<file path="src/rtl/store_rmw_unit_pkg.sv">
// Shared encodings for the store path: store ops, RMW FSM states and the legality rule.
package store_rmw_unit_pkg;

  localparam int unsigned ST_OP_LENGTH = 2;
  localparam int unsigned LANE_WIDTH   = 2;
  localparam int unsigned WORD_WIDTH   = 32;

  typedef enum logic [ST_OP_LENGTH-1:0] {
    ST_OP_SW  = 2'b00,
    ST_OP_SH  = 2'b01,
    ST_OP_SB  = 2'b10,
    ST_OP_RSV = 2'b11
  } st_op_e;

  typedef enum logic [1:0] {
    ST_IDLE  = 2'b00,
    ST_READ  = 2'b01,
    ST_WAIT  = 2'b10,
    ST_WRITE = 2'b11
  } st_state_e;

  // Word stores must be word aligned, halfwords halfword aligned; reserved op is never legal.
  function automatic logic st_legal(input logic [ST_OP_LENGTH-1:0] op,
                                    input logic [LANE_WIDTH-1:0]   lane);
    case (op)
      ST_OP_SW: st_legal = (lane == 2'b00);
      ST_OP_SH: st_legal = ~lane[0];
      ST_OP_SB: st_legal = 1'b1;
      default:  st_legal = 1'b0;
    endcase
  endfunction

endpackage

</file>
<file path="src/rtl/store_rmw_unit_if.sv">
// Store request and word-memory signals between datapath, store unit and data memory.
interface store_rmw_unit_if #(
  parameter int unsigned ADDR_WIDTH = 32
) ();
  import store_rmw_unit_pkg::*;

  logic                    st_req;
  logic [ST_OP_LENGTH-1:0] st_op;
  logic [ADDR_WIDTH-1:0]   st_addr;
  logic [WORD_WIDTH-1:0]   st_data;
  logic                    st_err;
  logic                    st_done;
  logic                    stall;
  logic [ADDR_WIDTH-1:0]   mem_addr;
  logic                    mem_rd_en;
  logic [WORD_WIDTH-1:0]   mem_rdata;
  logic                    mem_wr_en;
  logic [WORD_WIDTH-1:0]   mem_wdata;

  modport slave (
    input  st_req, st_op, st_addr, st_data, mem_rdata,
    output st_err, st_done, stall, mem_addr, mem_rd_en, mem_wr_en, mem_wdata
  );

  modport master (
    output st_req, st_op, st_addr, st_data, mem_rdata,
    input  st_err, st_done, stall, mem_addr, mem_rd_en, mem_wr_en, mem_wdata
  );

endinterface

</file>
<file path="src/rtl/store_rmw_unit_store_merge.sv">
// Inserts narrowed store data into an existing memory word on little-endian byte lanes.
module store_merge
  import store_rmw_unit_pkg::*;
(
  input  logic [WORD_WIDTH-1:0]   old_word,
  input  logic [WORD_WIDTH-1:0]   st_data,
  input  logic [ST_OP_LENGTH-1:0] op,
  input  logic [LANE_WIDTH-1:0]   lane,
  output logic [WORD_WIDTH-1:0]   merged
);

  always_comb begin
    merged = old_word;
    case (op)
      ST_OP_SW: merged = st_data;
      ST_OP_SH: begin
        if (lane[1]) merged[31:16] = st_data[15:0];
        else         merged[15:0]  = st_data[15:0];
      end
      ST_OP_SB: merged[{lane, 3'b000} +: 8] = st_data[7:0];
      default:  merged = old_word;
    endcase
  end

endmodule

</file>
<file path="src/rtl/store_rmw_unit.sv">
// Store unit for a byte-enable-less word memory: SW writes directly, SB/SH go through read-modify-write.
module store_rmw_unit
  import store_rmw_unit_pkg::*;
#(
  parameter int unsigned ADDR_WIDTH = 32,
  parameter int unsigned DATA_WIDTH = WORD_WIDTH
) (
  input  logic             clk,
  input  logic             rst,
  store_rmw_unit_if.slave  bus
);

  st_state_e               state_q, state_d;
  logic [ST_OP_LENGTH-1:0] op_q, op_d;
  logic [LANE_WIDTH-1:0]   lane_q, lane_d;
  logic [DATA_WIDTH-1:0]   data_q, data_d;
  logic [ADDR_WIDTH-1:0]   addr_q, addr_d;
  logic [DATA_WIDTH-1:0]   wdata_q, wdata_d;
  logic                    err_q, err_d;
  logic                    done_q, done_d;
  logic                    rd_q, rd_d;
  logic                    wr_q, wr_d;
  logic                    stall_c;
  logic                    legal_c;
  logic [DATA_WIDTH-1:0]   merged_c;

  assign legal_c = st_legal(bus.st_op, bus.st_addr[1:0]);

  store_merge u_merge (
    .old_word (bus.mem_rdata),
    .st_data  (data_q),
    .op       (op_q),
    .lane     (lane_q),
    .merged   (merged_c)
  );

  always_ff @(posedge clk) begin
    if (rst) begin
      state_q <= ST_IDLE;
      op_q    <= ST_OP_SW;
      lane_q  <= '0;
      data_q  <= '0;
      addr_q  <= '0;
      wdata_q <= '0;
      err_q   <= 1'b0;
      done_q  <= 1'b0;
      rd_q    <= 1'b0;
      wr_q    <= 1'b0;
    end else begin
      state_q <= state_d;
      op_q    <= op_d;
      lane_q  <= lane_d;
      data_q  <= data_d;
      addr_q  <= addr_d;
      wdata_q <= wdata_d;
      err_q   <= err_d;
      done_q  <= done_d;
      rd_q    <= rd_d;
      wr_q    <= wr_d;
    end
  end

  // Strobes are computed one cycle ahead so they leave the unit registered in the state that owns them.
  always_comb begin
    state_d = state_q;
    op_d    = op_q;
    lane_d  = lane_q;
    data_d  = data_q;
    addr_d  = addr_q;
    wdata_d = wdata_q;
    err_d   = 1'b0;
    done_d  = 1'b0;
    rd_d    = 1'b0;
    wr_d    = 1'b0;
    stall_c = 1'b0;
    case (state_q)
      ST_IDLE: begin
        if (bus.st_req) begin
          if (!legal_c) begin
            err_d = 1'b1;
          end else begin
            stall_c = 1'b1;
            op_d    = bus.st_op;
            lane_d  = bus.st_addr[1:0];
            data_d  = bus.st_data;
            addr_d  = {bus.st_addr[ADDR_WIDTH-1:2], 2'b00};
            if (bus.st_op == ST_OP_SW) begin
              wdata_d = bus.st_data;
              wr_d    = 1'b1;
              done_d  = 1'b1;
              state_d = ST_WRITE;
            end else begin
              rd_d    = 1'b1;
              state_d = ST_READ;
            end
          end
        end
      end
      ST_READ: begin
        stall_c = 1'b1;
        state_d = ST_WAIT;
      end
      ST_WAIT: begin
        stall_c = 1'b1;
        wdata_d = merged_c;
        wr_d    = 1'b1;
        done_d  = 1'b1;
        state_d = ST_WRITE;
      end
      ST_WRITE: state_d = ST_IDLE;
      default:  state_d = ST_IDLE;
    endcase
  end

  assign bus.st_err    = err_q;
  assign bus.st_done   = done_q;
  assign bus.stall     = stall_c;
  assign bus.mem_addr  = addr_q;
  assign bus.mem_rd_en = rd_q;
  assign bus.mem_wr_en = wr_q;
  assign bus.mem_wdata = wdata_q;

endmodule

</file>
<file path="src/flat_wrapper.sv">
// flat-port wrapper written by rule: the top's interface ports become plain ports
module store_rmw_unit_flat import store_rmw_unit_pkg::*;
#(
  parameter int unsigned ADDR_WIDTH = 32,
  parameter int unsigned DATA_WIDTH = WORD_WIDTH
)
  (clk, rst, bus_st_req, bus_st_op, bus_st_addr, bus_st_data, bus_mem_rdata, bus_st_err, bus_st_done, bus_stall, bus_mem_addr, bus_mem_rd_en, bus_mem_wr_en, bus_mem_wdata);
  store_rmw_unit_if #(.ADDR_WIDTH(ADDR_WIDTH)) bus_i ();
  input  logic clk;
  input  logic rst;
  input wire logic [$bits(bus_i.st_req)-1:0] bus_st_req;
  input wire logic [$bits(bus_i.st_op)-1:0] bus_st_op;
  input wire logic [$bits(bus_i.st_addr)-1:0] bus_st_addr;
  input wire logic [$bits(bus_i.st_data)-1:0] bus_st_data;
  input wire logic [$bits(bus_i.mem_rdata)-1:0] bus_mem_rdata;
  output wire logic [$bits(bus_i.st_err)-1:0] bus_st_err;
  output wire logic [$bits(bus_i.st_done)-1:0] bus_st_done;
  output wire logic [$bits(bus_i.stall)-1:0] bus_stall;
  output wire logic [$bits(bus_i.mem_addr)-1:0] bus_mem_addr;
  output wire logic [$bits(bus_i.mem_rd_en)-1:0] bus_mem_rd_en;
  output wire logic [$bits(bus_i.mem_wr_en)-1:0] bus_mem_wr_en;
  output wire logic [$bits(bus_i.mem_wdata)-1:0] bus_mem_wdata;
  assign bus_i.st_req = bus_st_req;
  assign bus_i.st_op = bus_st_op;
  assign bus_i.st_addr = bus_st_addr;
  assign bus_i.st_data = bus_st_data;
  assign bus_i.mem_rdata = bus_mem_rdata;
  assign bus_st_err = bus_i.st_err;
  assign bus_st_done = bus_i.st_done;
  assign bus_stall = bus_i.stall;
  assign bus_mem_addr = bus_i.mem_addr;
  assign bus_mem_rd_en = bus_i.mem_rd_en;
  assign bus_mem_wr_en = bus_i.mem_wr_en;
  assign bus_mem_wdata = bus_i.mem_wdata;
  store_rmw_unit #(.ADDR_WIDTH(ADDR_WIDTH), .DATA_WIDTH(DATA_WIDTH)) u_core (.clk(clk), .rst(rst), .bus(bus_i));
endmodule
</file>
<file path="config.mk">
export PLATFORM = sky130hd
export DESIGN_NAME = store_rmw_unit_flat
export DESIGN_NICKNAME = d
export VERILOG_FILES = /design/src/rtl/store_rmw_unit_pkg.sv /design/src/rtl/store_rmw_unit_if.sv /design/src/rtl/store_rmw_unit_store_merge.sv /design/src/rtl/store_rmw_unit.sv /design/src/flat_wrapper.sv
export SDC_FILE = /design/constraint.sdc
export NUM_CORES = 1
export LEC_CHECK = 0
export ABC_AREA = 1
export CAP_MARGIN = 15
export CELL_PAD_IN_SITES_DETAIL_PLACEMENT = 0
export CELL_PAD_IN_SITES_GLOBAL_PLACEMENT = 2
export CORE_MARGIN = 4
export CORE_UTILIZATION = 22
export DETAILED_ROUTE_END_ITERATION = 8
export GPL_ROUTABILITY_DRIVEN = 0
export GPL_TIMING_DRIVEN = 0
export PLACE_DENSITY = 0.86
export SLEW_MARGIN = 0
export SYNTH_ARGS = -nofsm -noshare
export SYNTH_HDL_FRONTEND = slang
export SYNTH_HIERARCHICAL = 1
export SYNTH_SLANG_ARGS = --single-unit
</file>
<file path="constraint.sdc">
create_clock -name clk -period 1.9 [get_ports clk]
set_input_delay 0.285 -clock clk [delete_from_list [all_inputs] [get_ports clk]]
set_output_delay 0.285 -clock clk [all_outputs]
set_load 0.03 [all_outputs]
</file>
==> out/summary.md <==
* **cells taking the most area after synthesis** sky130_fd_sc_hd__dfxtp_1, sky130_fd_sc_hd__nand2_1, sky130_fd_sc_hd__nor2_1
* **critical path capture point type** register
* **number of maximum-capacitance constraint violations** 0
* **number of port buffers** 167
* **CTS tree** built
* **maximum vdd ir drop** 0.468 mV
* **clock skew** 0.00631 ns
* **routed len/inst** 15.5 um
* **worst path arrival time** 2.13 ns
* **H-Tree Level Count** 3
* **starting density of the core** 22.6%
* **cell area after synthesis** 6130 um2
* **post-synthesis sequential area ratio** 33.6%
* **met1 track demand over resource** 21.1%
* **hold crit path type** in -> reg
* **count of fill cells added during filler insertion** 3071
* **Netlist cell types** 31
* **remaining antenna violation count** 0
* **post-cts hold buffer count** 0
* **first drt pass iteration count** 6
* **area enclosed by the die boundary** 30600 um2
* **Remaining DRCs** 0
* **pre-CTS setup slack** -1.03 ns
* **fin nets** 1371
* **starting DRC count in detailed routing** 513
* **Tot GR Track Use** 16.3%
* **Area Growth Syn to Fin** 48.8%
* **data required time at the worst endpoint** 2.19 ns
* **post-detailed-routing wire length** 25500 um
* **post-layout min period** 1.84 ns
* **most common flop cell mapped by yosys** sky130_fd_sc_hd__dfxtp_1
* **Pwr per Cell Area** 937 nW/um2
* **global-route track usage on met2** 26.1%
* **met3 Track Usage GR** 5.65%
* **placeable core region** 27200 um2
* **number of antenna violations at the first check in global routing** 2
* **highest-utilization routing layer at the global route stage** met2
* **cell type with the highest aggregate area in the netlist** sky130_fd_sc_hd__dfxtp_1
* **HPWL Detailed** 19600 um
* **number of hold-slack violations in the final timing report** 0
* **status** complete, no violations
* **setup repair after global routing missed its margin** true
* **CTS sink cnt** 103
* **Gate Count Post-Synth** 1064
* **maximum buffer depth of the clock tree** 2
* **top-area cell type share of the netlist area** 33.6%
* **worst-case hold slack** 0.480 ns
* **achievable clock frequency** 545 MHz
* **Mean Syn Cell Area** 5.76 um2
* **share of post-route cells with drive strength above 1** 13.0%
* **via count of the first global-routing pass** 6658
* **number of enable-type register cells in the synthesized netlist** 0
* **maximum number of pins on one net before global-route repair** 19
* **Site Rows** 60
* **share of synthesized registers carrying an async set or reset** 0%
* **sequential cell area** 2070 um2
* **type of the worst setup path** reg -> reg
* **hold path depth** 3
* **area of the multi-input gates** 3480 um2
* **final setup slack of the worst path** 0.0648 ns
* **clock latency on the worst-skew pair** 0.35 ns
* **CP startpoint kind** register
* **synthesis-stage register bit count** 103
* **Worst Tran Pin Value** 0.719 ns
* **CTS Root Cell** sky130_fd_sc_hd__clkbuf_16
* **via count** 6960
* **Horiz. Die Dim** 175 um
* **number of pins with negative max-slew slack in the final report** 0
* **wire length of the first global-routing pass** 38800 um
* **total congestion overflow** 0
* **Worst-path clk slew** 0.07 ns
* **worst relative slew slack** 52.1%
* **warnings from Yosys** 6
* **leakage power of the design** 4.33 nW
* **Vert. Die Dim** 175 um
* **TritonCTS Buffers** 9
* **Top-Level Pins** 170
* **most instantiated library cell after synthesis** sky130_fd_sc_hd__nand2_1
* **overall power of the completed layout** 8.55 mW
* **leading post-synthesis cells by instance count** sky130_fd_sc_hd__nand2_1, sky130_fd_sc_hd__nor2_1, sky130_fd_sc_hd__inv_1
* **via density per instance** 4.25
* **maximum fanout along the worst path** 7
* **setup violators final** 0
* **worst-case reg-to-reg path depth** 12
* **Period Utilization, post-route** 96.6%
[worst max-delay path, cell delays in order, from the launching register on]
cell,delay [ns]
sky130_fd_sc_hd__dfxtp_4,0.39
sky130_fd_sc_hd__clkinvlp_4,0.14
sky130_fd_sc_hd__ha_4,0.33
sky130_fd_sc_hd__inv_6,0.05
sky130_fd_sc_hd__nor2_4,0.20
sky130_fd_sc_hd__nand3_1,0.11
sky130_fd_sc_hd__nand2_1,0.07
sky130_fd_sc_hd__nand2_1,0.04
sky130_fd_sc_hd__nand4_1,0.08
sky130_fd_sc_hd__nand2_1,0.08
sky130_fd_sc_hd__nand2_2,0.14
sky130_fd_sc_hd__a21oi_2,0.05
sky130_fd_sc_hd__nor2_1,0.10
[timing repair]
| action | CTS | global route |
|---|---|---|
| gates resized for setup | 63 | 66 |
| pin swaps | 10 | 69 |
| gates cloned | 0 | 0 |
| setup endpoints to repair | 33 | 32 |
| buffers inserted | 9 | 14 |
| endpoints found under the hold margin | 0 | 0 |
[sequential cells by signal, summed over array words and instances, names as in the netlist]
register,cells
u_core/bus.st_err,1
u_core/bus.mem_rd_en,1
u_core/state_q,2
u_core/data_q,32
u_core/lane_q,2
u_core/bus.mem_addr,30
u_core/op_q,2
u_core/bus.mem_wr_en,1
u_core/bus.mem_wdata,32
[layer usage]
layer | vias up | wire (um) | share of wire, %
met1 | 3072 | 11400 | 45
met2 | 244 | 11200 | 44
met5 | - | 20 | 0.079
met3 | 32 | 2360 | 9.3
li1 | 3610 | - | -
met4 | 2 | 470 | 1.8
[report_power, final]
part           switching [mW]  internal (mW)  total [mW]
registers               0.220           2.48        2.70
logic                    2.30           1.48        3.78
clock network           0.880           1.19        2.07
total                    3.40           5.15        8.55
[cell usage in the layout (no fill, tap or decap), drive strengths merged, types with 3 or more instances in the layout]
cell / synthesis / routed
clkdlybuf4s50: 0 / 165
clkbuf: 18 / 30
o21ai: 18 / 18
ha: 8 / 8
o211ai: 15 / 15
inv: 155 / 156
nand3: 51 / 51
a21oi: 46 / 46
o22ai: 9 / 9
dfxtp: 103 / 103
nor2: 185 / 185
buf: 38 / 56
o21bai: 3 / 3
nand2: 395 / 395
nand4: 13 / 13
[final timing paths]
path                                            start                               endpoint  slack (ns)
hold / removal                           bus_st_op[1]            u_core/op_q[1]$_SDFFE_PP0P_        0.48
setup reg to reg        u_core/lane_q[0]$_SDFFE_PP0P_  u_core/bus.mem_wdata[16]$_SDFFE_PP0P_        0.06
setup / recovery        u_core/lane_q[0]$_SDFFE_PP0P_  u_core/bus.mem_wdata[16]$_SDFFE_PP0P_        0.06
hold reg to reg   u_core/bus.mem_addr[8]$_SDFFE_PP0P_    u_core/bus.mem_addr[8]$_SDFFE_PP0P_        0.51
[kinds of logic (layout without fill, tap and decap cells)]
logic type | Yosys count | count (layout) | share of synthesized area, %
buffers and inverters | 212 | 413 | 14.3
adder cells (fa/ha/maj) | 8 | 8 | 1.63
AND/OR/NAND/NOR | 647 | 647 | 41.7
flip-flops | 103 | 103 | 33.6
other | 1 | 3 | 0.0612
AO/OA/AOI/OAI | 93 | 93 | 8.67
[layout make-up]
cell class	count	area share [%]
timing repair buffer	190	20.5
multi-input combinational	750	38.2
inverter	156	6.62
clock inverter	5	0.891
clock buffer	10	2.62
tap	372	5.10
buffer	52	3.29
sequential	103	22.7
antenna	1	0.0274
[per-stage QoR]
stage | utilization (%) | area [um2] | setup TNS (ns) | instances
floorplan | - | 6140 | -0.0344 | 1065
finish | 33.6 | 9120 | 0 | 1639
detailed placement | 30.5 | 8280 | -20.97 | 1604
global route | 33.6 | 9120 | -0.887 | 1639
global placement | 30.5 | 8280 | -19.91 | 1604
CTS | 32.6 | 8850 | 0 | 1627
(Power assumes the default switching activity.)
